==> config.mk <==
export PLATFORM = sky130hd
export DESIGN_NAME = pipe_hazard_ctrl
export DESIGN_NICKNAME = d
export VERILOG_FILES = /design/src/rtl/pipe_pkg.sv /design/src/rtl/load_use_detect.sv /design/src/rtl/pipe_hazard_ctrl.sv
export SDC_FILE = /design/constraint.sdc
export NUM_CORES = 1
export LEC_CHECK = 0
export ABC_AREA = 1
export BUFFER_PORTS_ARGS = -buffer_cell sky130_fd_sc_hd__buf_2
export CAP_MARGIN = 40
export CORE_MARGIN = 5
export CORE_UTILIZATION = 46
export DETAILED_ROUTE_END_ITERATION = 7
export PLACE_DENSITY = 0.78
export REMOVE_ABC_BUFFERS = 1
export SETUP_SLACK_MARGIN = 0.5
export SLEW_MARGIN = 15
export SYNTH_ARGS = -nofsm -noshare
export SYNTH_HDL_FRONTEND = slang
export SYNTH_SLANG_ARGS = --single-unit
==> constraint.sdc <==
create_clock -name stg_clk -period 1.45 [get_ports stg_clk]
set_input_delay 0 -clock stg_clk [delete_from_list [all_inputs] [get_ports stg_clk]]
set_output_delay 0 -clock stg_clk [all_outputs]
set_load 0.005 [all_outputs]
==> src/rtl/pipe_pkg.sv <==
// Shared types and constants for the pipeline sequencer.
package pipe_pkg;
    typedef enum logic [1:0] {
        INIT     = 2'd0,
        RUN      = 2'd1,
        MEM_WAIT = 2'd2,
        HALT     = 2'd3
    } pipe_state_t;

    localparam logic [4:0] REG_ZERO = 5'd0;
endpackage

==> src/rtl/load_use_detect.sv <==
// Combinational load-use hazard detector: a load in EX whose rd feeds a source of the ID instruction.
module load_use_detect
    import pipe_pkg::*;
(
    input  logic [4:0] id_rs1,
    input  logic [4:0] id_rs2,
    input  logic       id_rs1_used,
    input  logic       id_rs2_used,
    input  logic [4:0] ex_rd,
    input  logic       ex_rd_memory,
    input  logic       ex_save_to_reg,
    output logic       lu
);
    logic src_match;

    assign src_match = (id_rs1_used && (id_rs1 == ex_rd)) ||
                       (id_rs2_used && (id_rs2 == ex_rd));

    assign lu = ex_rd_memory && ex_save_to_reg && (ex_rd != REG_ZERO) && src_match;
endmodule

==> src/rtl/pipe_hazard_ctrl.sv <==
// 5-stage pipeline sequencer: stalls, flushes, memory waits, halt/resume and a memory-wait watchdog.
// Optional performance counters are built when PIPE_HAZARD_CTRL_PERF_EN is defined.
module pipe_hazard_ctrl
    import pipe_pkg::*;
#(
    parameter int MEM_TIMEOUT = 64
) (
    input  logic       stg_clk,
    input  logic       reset,
    input  logic [4:0] id_rs1,
    input  logic [4:0] id_rs2,
    input  logic       id_rs1_used,
    input  logic       id_rs2_used,
    input  logic [4:0] ex_rd,
    input  logic       ex_rd_memory,
    input  logic       ex_save_to_reg,
    input  logic       ex_branch_taken,
    input  logic       mem_busy,
    input  logic       halt_req,
    input  logic       resume,
    output logic       pc_ena,
    output logic       pc_sel_branch,
    output logic       stg_ena_ifid,
    output logic       stg_ena_idex,
    output logic       stg_ena_exmem,
    output logic       stg_ena_memwb,
    output logic       stg_x_ifid,
    output logic       stg_x_idex,
    output logic       stg_x_exmem,
    output logic       stg_x_memwb,
    output logic [1:0] state,
    output logic       mem_timeout_err
`ifdef PIPE_HAZARD_CTRL_PERF_EN
    ,
    output logic [31:0] stall_cnt,
    output logic [31:0] flush_cnt
`endif
);
    localparam int CNT_W = $clog2(MEM_TIMEOUT + 1);
    localparam logic [CNT_W-1:0] CNT_MAX = CNT_W'(MEM_TIMEOUT);

    pipe_state_t      state_q, state_d;
    logic [CNT_W-1:0] wait_cnt_q, wait_cnt_d;
    logic             err_q, err_d;
    logic             lu;

    load_use_detect u_lu (
        .id_rs1         (id_rs1),
        .id_rs2         (id_rs2),
        .id_rs1_used    (id_rs1_used),
        .id_rs2_used    (id_rs2_used),
        .ex_rd          (ex_rd),
        .ex_rd_memory   (ex_rd_memory),
        .ex_save_to_reg (ex_save_to_reg),
        .lu             (lu)
    );

    always_ff @(posedge stg_clk or negedge reset) begin
        if (!reset) begin
            state_q    <= INIT;
            wait_cnt_q <= '0;
            err_q      <= 1'b0;
        end else begin
            state_q    <= state_d;
            wait_cnt_q <= wait_cnt_d;
            err_q      <= err_d;
        end
    end

    // Watchdog: counts consecutive busy cycles, saturating; the flag is sticky and never aborts the wait.
    always_comb begin
        wait_cnt_d = '0;
        if (mem_busy) begin
            wait_cnt_d = (wait_cnt_q == CNT_MAX) ? wait_cnt_q : wait_cnt_q + 1'b1;
        end
        err_d = err_q || (wait_cnt_d == CNT_MAX);
    end

    always_comb begin
        state_d       = state_q;
        pc_ena        = 1'b0;
        pc_sel_branch = 1'b0;
        stg_ena_ifid  = 1'b0;
        stg_ena_idex  = 1'b0;
        stg_ena_exmem = 1'b0;
        stg_ena_memwb = 1'b0;
        stg_x_ifid    = 1'b1;
        stg_x_idex    = 1'b1;
        stg_x_exmem   = 1'b1;
        stg_x_memwb   = 1'b1;
        case (state_q)
            INIT: begin
                state_d = RUN;
            end
            RUN, MEM_WAIT: begin
                // MEM_WAIT shares RUN's priority chain once memory is ready.
                if (mem_busy) begin
                    stg_x_ifid  = 1'b0;
                    stg_x_idex  = 1'b0;
                    stg_x_exmem = 1'b0;
                    state_d     = MEM_WAIT;
                end else if (ex_branch_taken) begin
                    pc_ena        = 1'b1;
                    pc_sel_branch = 1'b1;
                    stg_ena_ifid  = 1'b1;
                    stg_ena_idex  = 1'b1;
                    stg_ena_exmem = 1'b1;
                    stg_ena_memwb = 1'b1;
                    stg_x_exmem   = 1'b0;
                    stg_x_memwb   = 1'b0;
                    state_d       = RUN;
                end else if (lu) begin
                    stg_ena_idex  = 1'b1;
                    stg_ena_exmem = 1'b1;
                    stg_ena_memwb = 1'b1;
                    stg_x_ifid    = 1'b0;
                    stg_x_exmem   = 1'b0;
                    stg_x_memwb   = 1'b0;
                    state_d       = RUN;
                end else begin
                    pc_ena        = 1'b1;
                    stg_ena_ifid  = 1'b1;
                    stg_ena_idex  = 1'b1;
                    stg_ena_exmem = 1'b1;
                    stg_ena_memwb = 1'b1;
                    stg_x_ifid    = 1'b0;
                    stg_x_idex    = 1'b0;
                    stg_x_exmem   = 1'b0;
                    stg_x_memwb   = 1'b0;
                    state_d       = halt_req ? HALT : RUN;
                end
            end
            HALT: begin
                stg_ena_idex = 1'b1;
                stg_x_ifid   = 1'b0;
                stg_x_exmem  = 1'b0;
                if (!mem_busy) begin
                    stg_ena_exmem = 1'b1;
                    stg_ena_memwb = 1'b1;
                    stg_x_memwb   = 1'b0;
                    if (resume) begin
                        state_d = RUN;
                    end
                end
            end
            default: begin
                state_d = INIT;
            end
        endcase
    end

    assign state           = state_q;
    assign mem_timeout_err = err_q;

`ifdef PIPE_HAZARD_CTRL_PERF_EN
    logic [31:0] stall_cnt_q, flush_cnt_q;

    always_ff @(posedge stg_clk or negedge reset) begin
        if (!reset) begin
            stall_cnt_q <= '0;
            flush_cnt_q <= '0;
        end else begin
            if (((state_q == RUN) && lu) || (state_q == MEM_WAIT)) begin
                stall_cnt_q <= stall_cnt_q + 32'd1;
            end
            if (pc_sel_branch) begin
                flush_cnt_q <= flush_cnt_q + 32'd1;
            end
        end
    end

    assign stall_cnt = stall_cnt_q;
    assign flush_cnt = flush_cnt_q;
`endif
endmodule
# After elaboration in Yosys (flattened, before gate mapping)
# Cells that the tools add are included.
op_classes:
  n_mux: 27
  n_div: 0
  n_bitwise: 0
  shifts: 0
  n_eq_ne: 9
  order_cmp: 0
  n_addsub: 1
  reduce_logical: 12
  mul: 0
op_table:
  columns: ["op", "n"]
  rows:
  - ["$mux W1", 16]
  - ["$eq A7 B7 Y1 const B", 2]
  - ["$mux W7", 2]
  - ["$mux W2", 6]
  - ["$eq A5 B5 Y1", 2]
  - ["$add A7 B1 Y7 const B", 1]
  - ["$pmux W2 S3", 1]
  - ["$logic_and A1 B1 Y1", 5]
  - ["$reduce_bool A5 Y1", 1]
  - ["$eq A2 B2 Y1 const B", 2]
  - ["$ne A2 B2 Y1 const B", 2]
  - ["$pmux W1 S2", 2]
  - ["$reduce_or A3 Y1", 1]
  - ["$eq A2 B1 Y1 const B", 1]
  - ["$logic_not A2 Y1", 1]
  - ["$logic_or A1 B1 Y1", 2]
  - ["$reduce_and A2 Y1", 1]
  - ["$reduce_or A2 Y1", 1]
totals:
  mem_bits_ro: 0
  output_inout_bits: 13
  latchBits: 0
  in_bits: 25
  elab_cells: 52
  mem_bits_rw: 0
  regBits: 10
  mem_count: 0

# Depth between registers and ports, before layout
logic_depth:
  ltp_word: 8
  mapped_depth: 11
  ltp_nobuf: 11

# Cells and area by module
# From an unflattened synthesis, not the netlist that was laid out.
unflattened:
  hier_cells: 140
  hier_area_um2: 862.1
modules_own_cells:
  columns: ["module", "cells_each", "n_inst", "area_per_inst_um2", "seq_area_each_um2"]
  rows:
  - ["pipe_hazard_ctrl", 85, 1, 644.4, 250.2]
  - ["load_use_detect", 55, 1, 217.7, 0.0]

# Worst setup path after synthesis
# OpenSTA, ideal clock, no wires.
synth_path:
  path_type: "register -> register"
  start: "register wait_cnt_q[0]"
  end: "register err_q (netlist: mem_timeout_err)"
  n_path_buf: 0
  arrival_ps: 1220
  required_ps: 1385
  setup_ps: 65
  path_stages_with_launch: 11
  path_slack_ps: 166
  period_less_slack_ps: 1284
  cell_sequence: "dfrtp_1 inv_1 ha_1 inv_1 nor3_1 nand2_1 nand3_1 nand2_1 nor3_1 nand3_1 nand2_1"
synth_between:
  elab_chain_cells: 5
  elab_cells_between_ends: 6
  classes_between: "add/sub: 1; eq/ne: 2; mux: 2; reduce/logical: 1"
synth_lines:
  columns: ["element", "line_no", "text"]
  rows:
  - ["start: declaration", "pipe_hazard_ctrl.sv:43", "logic [CNT_W-1:0] wait_cnt_q, wait_cnt_d;"]
  - ["start signal: assignment", "pipe_hazard_ctrl.sv:65", "wait_cnt_q <= wait_cnt_d;"]
  - ["$add A7 B1 Y7 or $eq A7 B7 Y1 (tied branches)", "pipe_hazard_ctrl.sv:74", "wait_cnt_d = (wait_cnt_q == CNT_MAX) ? wait_cnt_q : wait_cnt_q + 1'b1;"]
  - ["$mux W7 (*)", "pipe_hazard_ctrl.sv:74", null]
  - ["$mux W7 (*)", "pipe_hazard_ctrl.sv:73", "if (mem_busy) begin"]
  - ["$eq A7 B7 Y1 (*)", "pipe_hazard_ctrl.sv:76", "err_d = err_q || (wait_cnt_d == CNT_MAX);"]
  - ["$logic_or A1 B1 Y1 (*)", "pipe_hazard_ctrl.sv:76", null]
  - ["net err_d", "pipe_hazard_ctrl.sv:44", "logic err_q, err_d;"]
  - ["end signal: assignment", "pipe_hazard_ctrl.sv:66", "err_q <= err_d;"]
  - ["end: declaration", "pipe_hazard_ctrl.sv:44", null]
# The timed path passes the listed nets; every way through them passes the cells marked *.
# A chain may end at the register's enable or synchronous reset.

# Final worst setup path
layout_path:
  start: "register state_q[0] (netlist: state[0])"
  end: "output port stg_x_ifid"
layout_between:
  elab_chain_cells: 3
  elab_cells_between_ends: 5
  classes_between: "eq/ne: 3; mux: 1; reduce/logical: 1"
layout_lines:
  columns: ["element", "line_no", "text"]
  rows:
  - ["start: declaration", "pipe_hazard_ctrl.sv:42", "pipe_state_t state_q, state_d;"]
  - ["start signal: assignment", "pipe_hazard_ctrl.sv:64", "state_q <= state_d;"]
  - ["$eq A2 B1 Y1 or $eq A2 B2 Y1 (tied branches)", "pipe_hazard_ctrl.sv:91", "case (state_q)"]
  - ["$reduce_or A2 Y1", "pipe_hazard_ctrl.sv:91", null]
  - ["$pmux W1 S2 (*)", "pipe_hazard_ctrl.sv:91", null]
  - ["end: declaration", "pipe_hazard_ctrl.sv:27", "output logic stg_x_ifid,"]
# Every way passes the cells marked *; elsewhere a longest branch is shown, timed or not.

==> metrics.sh <==
CTS.PATH.MAX_BUFFERS=2
CTS_HTREE_LEVELS=1
P_LEAK_nW=0.792
SETUP_VIOL=3
MINIMUM_CLOCK_PERIOD_NS=1.54
NUMBER_OF_SINKS_HANDLED_BY_CLOCK_TREE_SYNTHESIS=10
CP_COMMON_CELL='sky130_fd_sc_hd__inv_2'
DIE_AREA_MM2=0.00283
MAXIMUM_NUMBER_OF_PINS_ON_ONE_NET_BEFORE_GLOBAL_ROUTE_REPAIR=11
CLKLATENCYLATEPIN_NS=0.27
GRT_FIRST_PASS_WIRELENGTH_UM=3900
SLEW_VIOLATIONS=0
STATUS='finished, violations left'
POWER.SHARE.SEQUENTIAL_PCT=22.4
TIMING.SLEW.HEADROOM_PCT=81.3
CRIT_PATH_MAX_FANOUT=3
WORST_SETUP_PATH_END_KIND='output pin'
TIMING_WORST_SLEW_PIN_VALUE_NS=0.278
PWR_DENSITY_CELL_mW_PER_MM2=1160
MAX-CAP-VIOLATIONS=0
DRIVE_GT1_SHARE_PCT=41.7
CRITICALPATHCATEGORY='reg2out'
DRT-INITIAL-DRC-COUNT=11
WORST-ENDPOINT-REQUIRED_NS=1.45
RR_WORST_DEPTH=8
RSZ0062_AT_GRT='yes'
YOSYSWARNINGCOUNT=0
TIMING.HOLD.WORST.CLASS='in2reg'
INTERNAL_POWER_W=0.000916
GRT_ANTENNA_BEFORE_REPAIR=0
CP-START-KIND='flop'
POST_SYNTH_NUM_CELL_TYPES=20
TOTAL_HALF_PERIMETER_WIRELENGTH_AFTER_LEGALIZATION_AND_DETAILED_PLACEMENT_UM=1640
VIOLATIONS='setup timing'
WHS_PATH_DEPTH=4
YOSYSSEQAREASHARE_PCT=29.1
POST_DRT_VIA_CELL_RATIO=4.73
HOLDWS_NS=0.0430
CTS_TREE='done'
WL_PER_CELL_UM=12.1
FIRST_PASS_ITERS=4
GRT_PASS1_VIAS=967
SYN_AREA_PER_CELL_UM2=6.14
MAX_FREQ_MHz=650
VDD_DROP_MAX_mV=0.981
DETAILROUTE.VIA_COUNT=1003
INITIAL_CORE_UTIL_PCT=49.2
POWER_FRAC_COMB_PCT=64.4
DESIGN.PORTCOUNT=38
ROUTE.ANTENNA.REMAINING_NETS=0
FLOORPLAN.CORE_AREA_MM2=0.00175
SWITCHING_SHARE_PCT=39.1
DRCVIOLATIONCOUNT=0
CRIT_CHAIN='inv_2 -> ha_4 -> inv_2 -> nor2_2 -> inv_2 -> nor2_4 -> or2_4 -> buf_6'
CTS.REPORTEDPATHS.CLKPINSLEW_NS=0.06
GRTUSAGETOTAL_PCT=19.1
HOLD_VIOL=0
INSERTEDDIODECOUNT=0
DRT_WL_TOTAL_UM=2560
SETUP_CLOCK_SKEW_AFTER_LAYOUT_NS=0.00406
GATE_COUNT_POST_SYNTH=140
DESIGN.FINAL.NETS=218
FINAL_CORE_UTIL_PCT=74.4
DIE_W_UM=53.2
MIN_PERIOD_OVER_PERIOD_PCT=106
CLOCK_TREE.ROOT_CELL='sky130_fd_sc_hd__clkbuf_4'
GRT.OVERFLOW.TOTAL=0
YS_SEQ_ELEMENTS=10
POWER.CLOCK.FRACTION_PCT=13.2
LAYOUT_SETUP_WS_NS=-0.0883
TIMING.SETUP.TNS_NS=-0.172
MAX_STAGE_DELAY_CELL_WORST_PATH='sky130_fd_sc_hd__dfrtp_1'
DIE_HEIGHT_UM=53.2
FINAL.FILL_COUNT=127
PLACEMENTROWS=15
GP_CONGESTION=0.779
CELL_AREA_AFTER_SYNTHESIS_UM2=860
DATA_ARRIVAL_TIME_OF_THE_CRITICAL_PATH_NS=1.54
PLACE.PORT_BUFFERS=37
NUMBER_OF_BUFFERS_ADDED_BY_THE_CLOCK_TREE_SYNTHESIS_STEP=3
P_SWITCHING_W=0.000589
LARGEST_STAGE_DELAY_ON_THE_CRITICAL_PATH_NS=0.38
SYN_TO_FINAL_GROWTH_PCT=51.1
[cell usage after synthesis]
cell type	instances	area, um^2
sky130_fd_sc_hd__ha_1	4	50.1
sky130_fd_sc_hd__nor3_2	1	10.0
sky130_fd_sc_hd__or2_2	1	6.26
sky130_fd_sc_hd__dfrtp_1	10	250
sky130_fd_sc_hd__buf_4	2	15.0
sky130_fd_sc_hd__nand3b_1	1	7.51
sky130_fd_sc_hd__xor2_1	3	26.3
sky130_fd_sc_hd__o21ai_0	1	5.00
sky130_fd_sc_hd__buf_6	1	11.3
sky130_fd_sc_hd__nand4_1	2	12.5
sky130_fd_sc_hd__nor2_2	1	6.26
sky130_fd_sc_hd__nor3_1	4	20.0
sky130_fd_sc_hd__nor2_1	15	56.3
sky130_fd_sc_hd__nand3_2	1	10.0
sky130_fd_sc_hd__a21oi_1	4	20.0
sky130_fd_sc_hd__nand2_1	42	158
sky130_fd_sc_hd__a31oi_1	1	6.26
sky130_fd_sc_hd__inv_1	36	135
sky130_fd_sc_hd__xnor2_1	1	8.76
sky130_fd_sc_hd__nand3_1	9	45.0
[critical path, delay by kind of cell, from the launching register on]
kind | cells | cell delay, ns
buf+inv | 4 | 0.36
flops | 1 | 0.38
simple gates | 3 | 0.31
fa+ha+maj | 1 | 0.21
[cells in the final DEF (no fill, tap or decap), types with 6 or more instances in the layout]
master,synthesis,layout
sky130_fd_sc_hd__dfrtp_1,10,10
sky130_fd_sc_hd__inv_1,36,25
sky130_fd_sc_hd__buf_6,1,6
sky130_fd_sc_hd__nand2_1,42,42
sky130_fd_sc_hd__buf_2,0,34
sky130_fd_sc_hd__nand3_1,9,8
sky130_fd_sc_hd__nor2_1,15,12
sky130_fd_sc_hd__buf_4,2,6
sky130_fd_sc_hd__inv_2,0,11
[final cells by class]
cell class | instances | area [um^2] | area share, %
Multi-Input combinational cell | 91 | 567 | 43.6
Clock buffer | 3 | 22.5 | 1.73
Sequential cell | 10 | 250 | 19.3
Inverter | 36 | 135 | 10.4
Tap cell | 25 | 31.3 | 2.41
Timing Repair Buffer | 47 | 293 | 22.5
[per-layer routing]
| metal | wire, um | global-route usage [%] | vias to the layer above | part of all wire [%] |
|---|---|---|---|---|
| met3 | 106 | 6.20 | 6 | 4.1 |
| met2 | 1390 | 33.5 | 21 | 54 |
| li1 | - | - | 508 | - |
| met1 | 1030 | 20.8 | 468 | 40 |
| met4 | 31 | 7.66 | 0 | 1.2 |
| met5 | 0 | 0 | - | 0 |
[state kept, by name, summed over array words and instances, names as in the netlist]
name             count
wait_cnt_q           7
state                2
mem_timeout_err      1
[power groups by stage]
stage	Clock, W	Sequential [W]	Combinational [W]
finish	0.000198	0.000337	0.000969
global route	0.000210	0.000342	0.00106
CTS	0.000200	0.000334	0.000709
detailed placement	0	0.000346	0.000496
global placement	0	0.000344	0.000493
floorplan	0	0.000345	0.000272
[repair_timing]
action	in CTS	in global routing
setup endpoints to repair	19	22
gates resized for setup	21	18
gates cloned	0	0
pin swaps	3	6
hold buffers	1	0
hold endpoints to repair	10	0
setup buffers	5	4
[metrics by stage]
stage / instances / power (W) / setup slack, ns / instance area [um^2]
4_1_cts: 208 / 0.00124 / -0.0658 / 1200
3_3_place_gp: 199 / 0.000837 / 0.0707 / 1050
5_1_grt: 212 / 0.00161 / -0.144 / 1300
6_report: 212 / 0.00150 / -0.0883 / 1300
3_5_place_dp: 199 / 0.000842 / 0.0522 / 1050
2_1_floorplan: 137 / 0.000617 / 0.166 / 833
[cells by family (layout without fill, tap and decap cells)]
| logic type | after synthesis | count (layout) | share of synthesized area [%] |
|---|---|---|---|
| adder cells (fa/ha/maj) | 4 | 4 | 5.82 |
| AO/OA/AOI/OAI | 6 | 6 | 3.64 |
| buffers and inverters | 39 | 86 | 18.8 |
| XOR/XNOR | 4 | 4 | 4.08 |
| flip-flops | 10 | 10 | 29.1 |
| AND/OR/NAND/NOR | 77 | 77 | 38.6 |
[path summary, 6_finish.rpt]
check | from | to | slack [ns]
setup / recovery | state[0]$_DFFE_PN0P_ | stg_x_ifid | -0.09
setup reg to reg | wait_cnt_q[1]$_DFF_PN0_ | mem_timeout_err$_DFF_PN0_ | 0.06
hold reg to reg | mem_timeout_err$_DFF_PN0_ | mem_timeout_err$_DFF_PN0_ | 0.48
hold / removal | resume | state[1]$_DFFE_PN0P_ | 0.04
max in group asynchronous | reset | wait_cnt_q[6]$_DFF_PN0_ | 1.15
min in group asynchronous | reset | wait_cnt_q[1]$_DFF_PN0_ | 0.11
No activity file was read; power rests on OpenSTA's default activity.
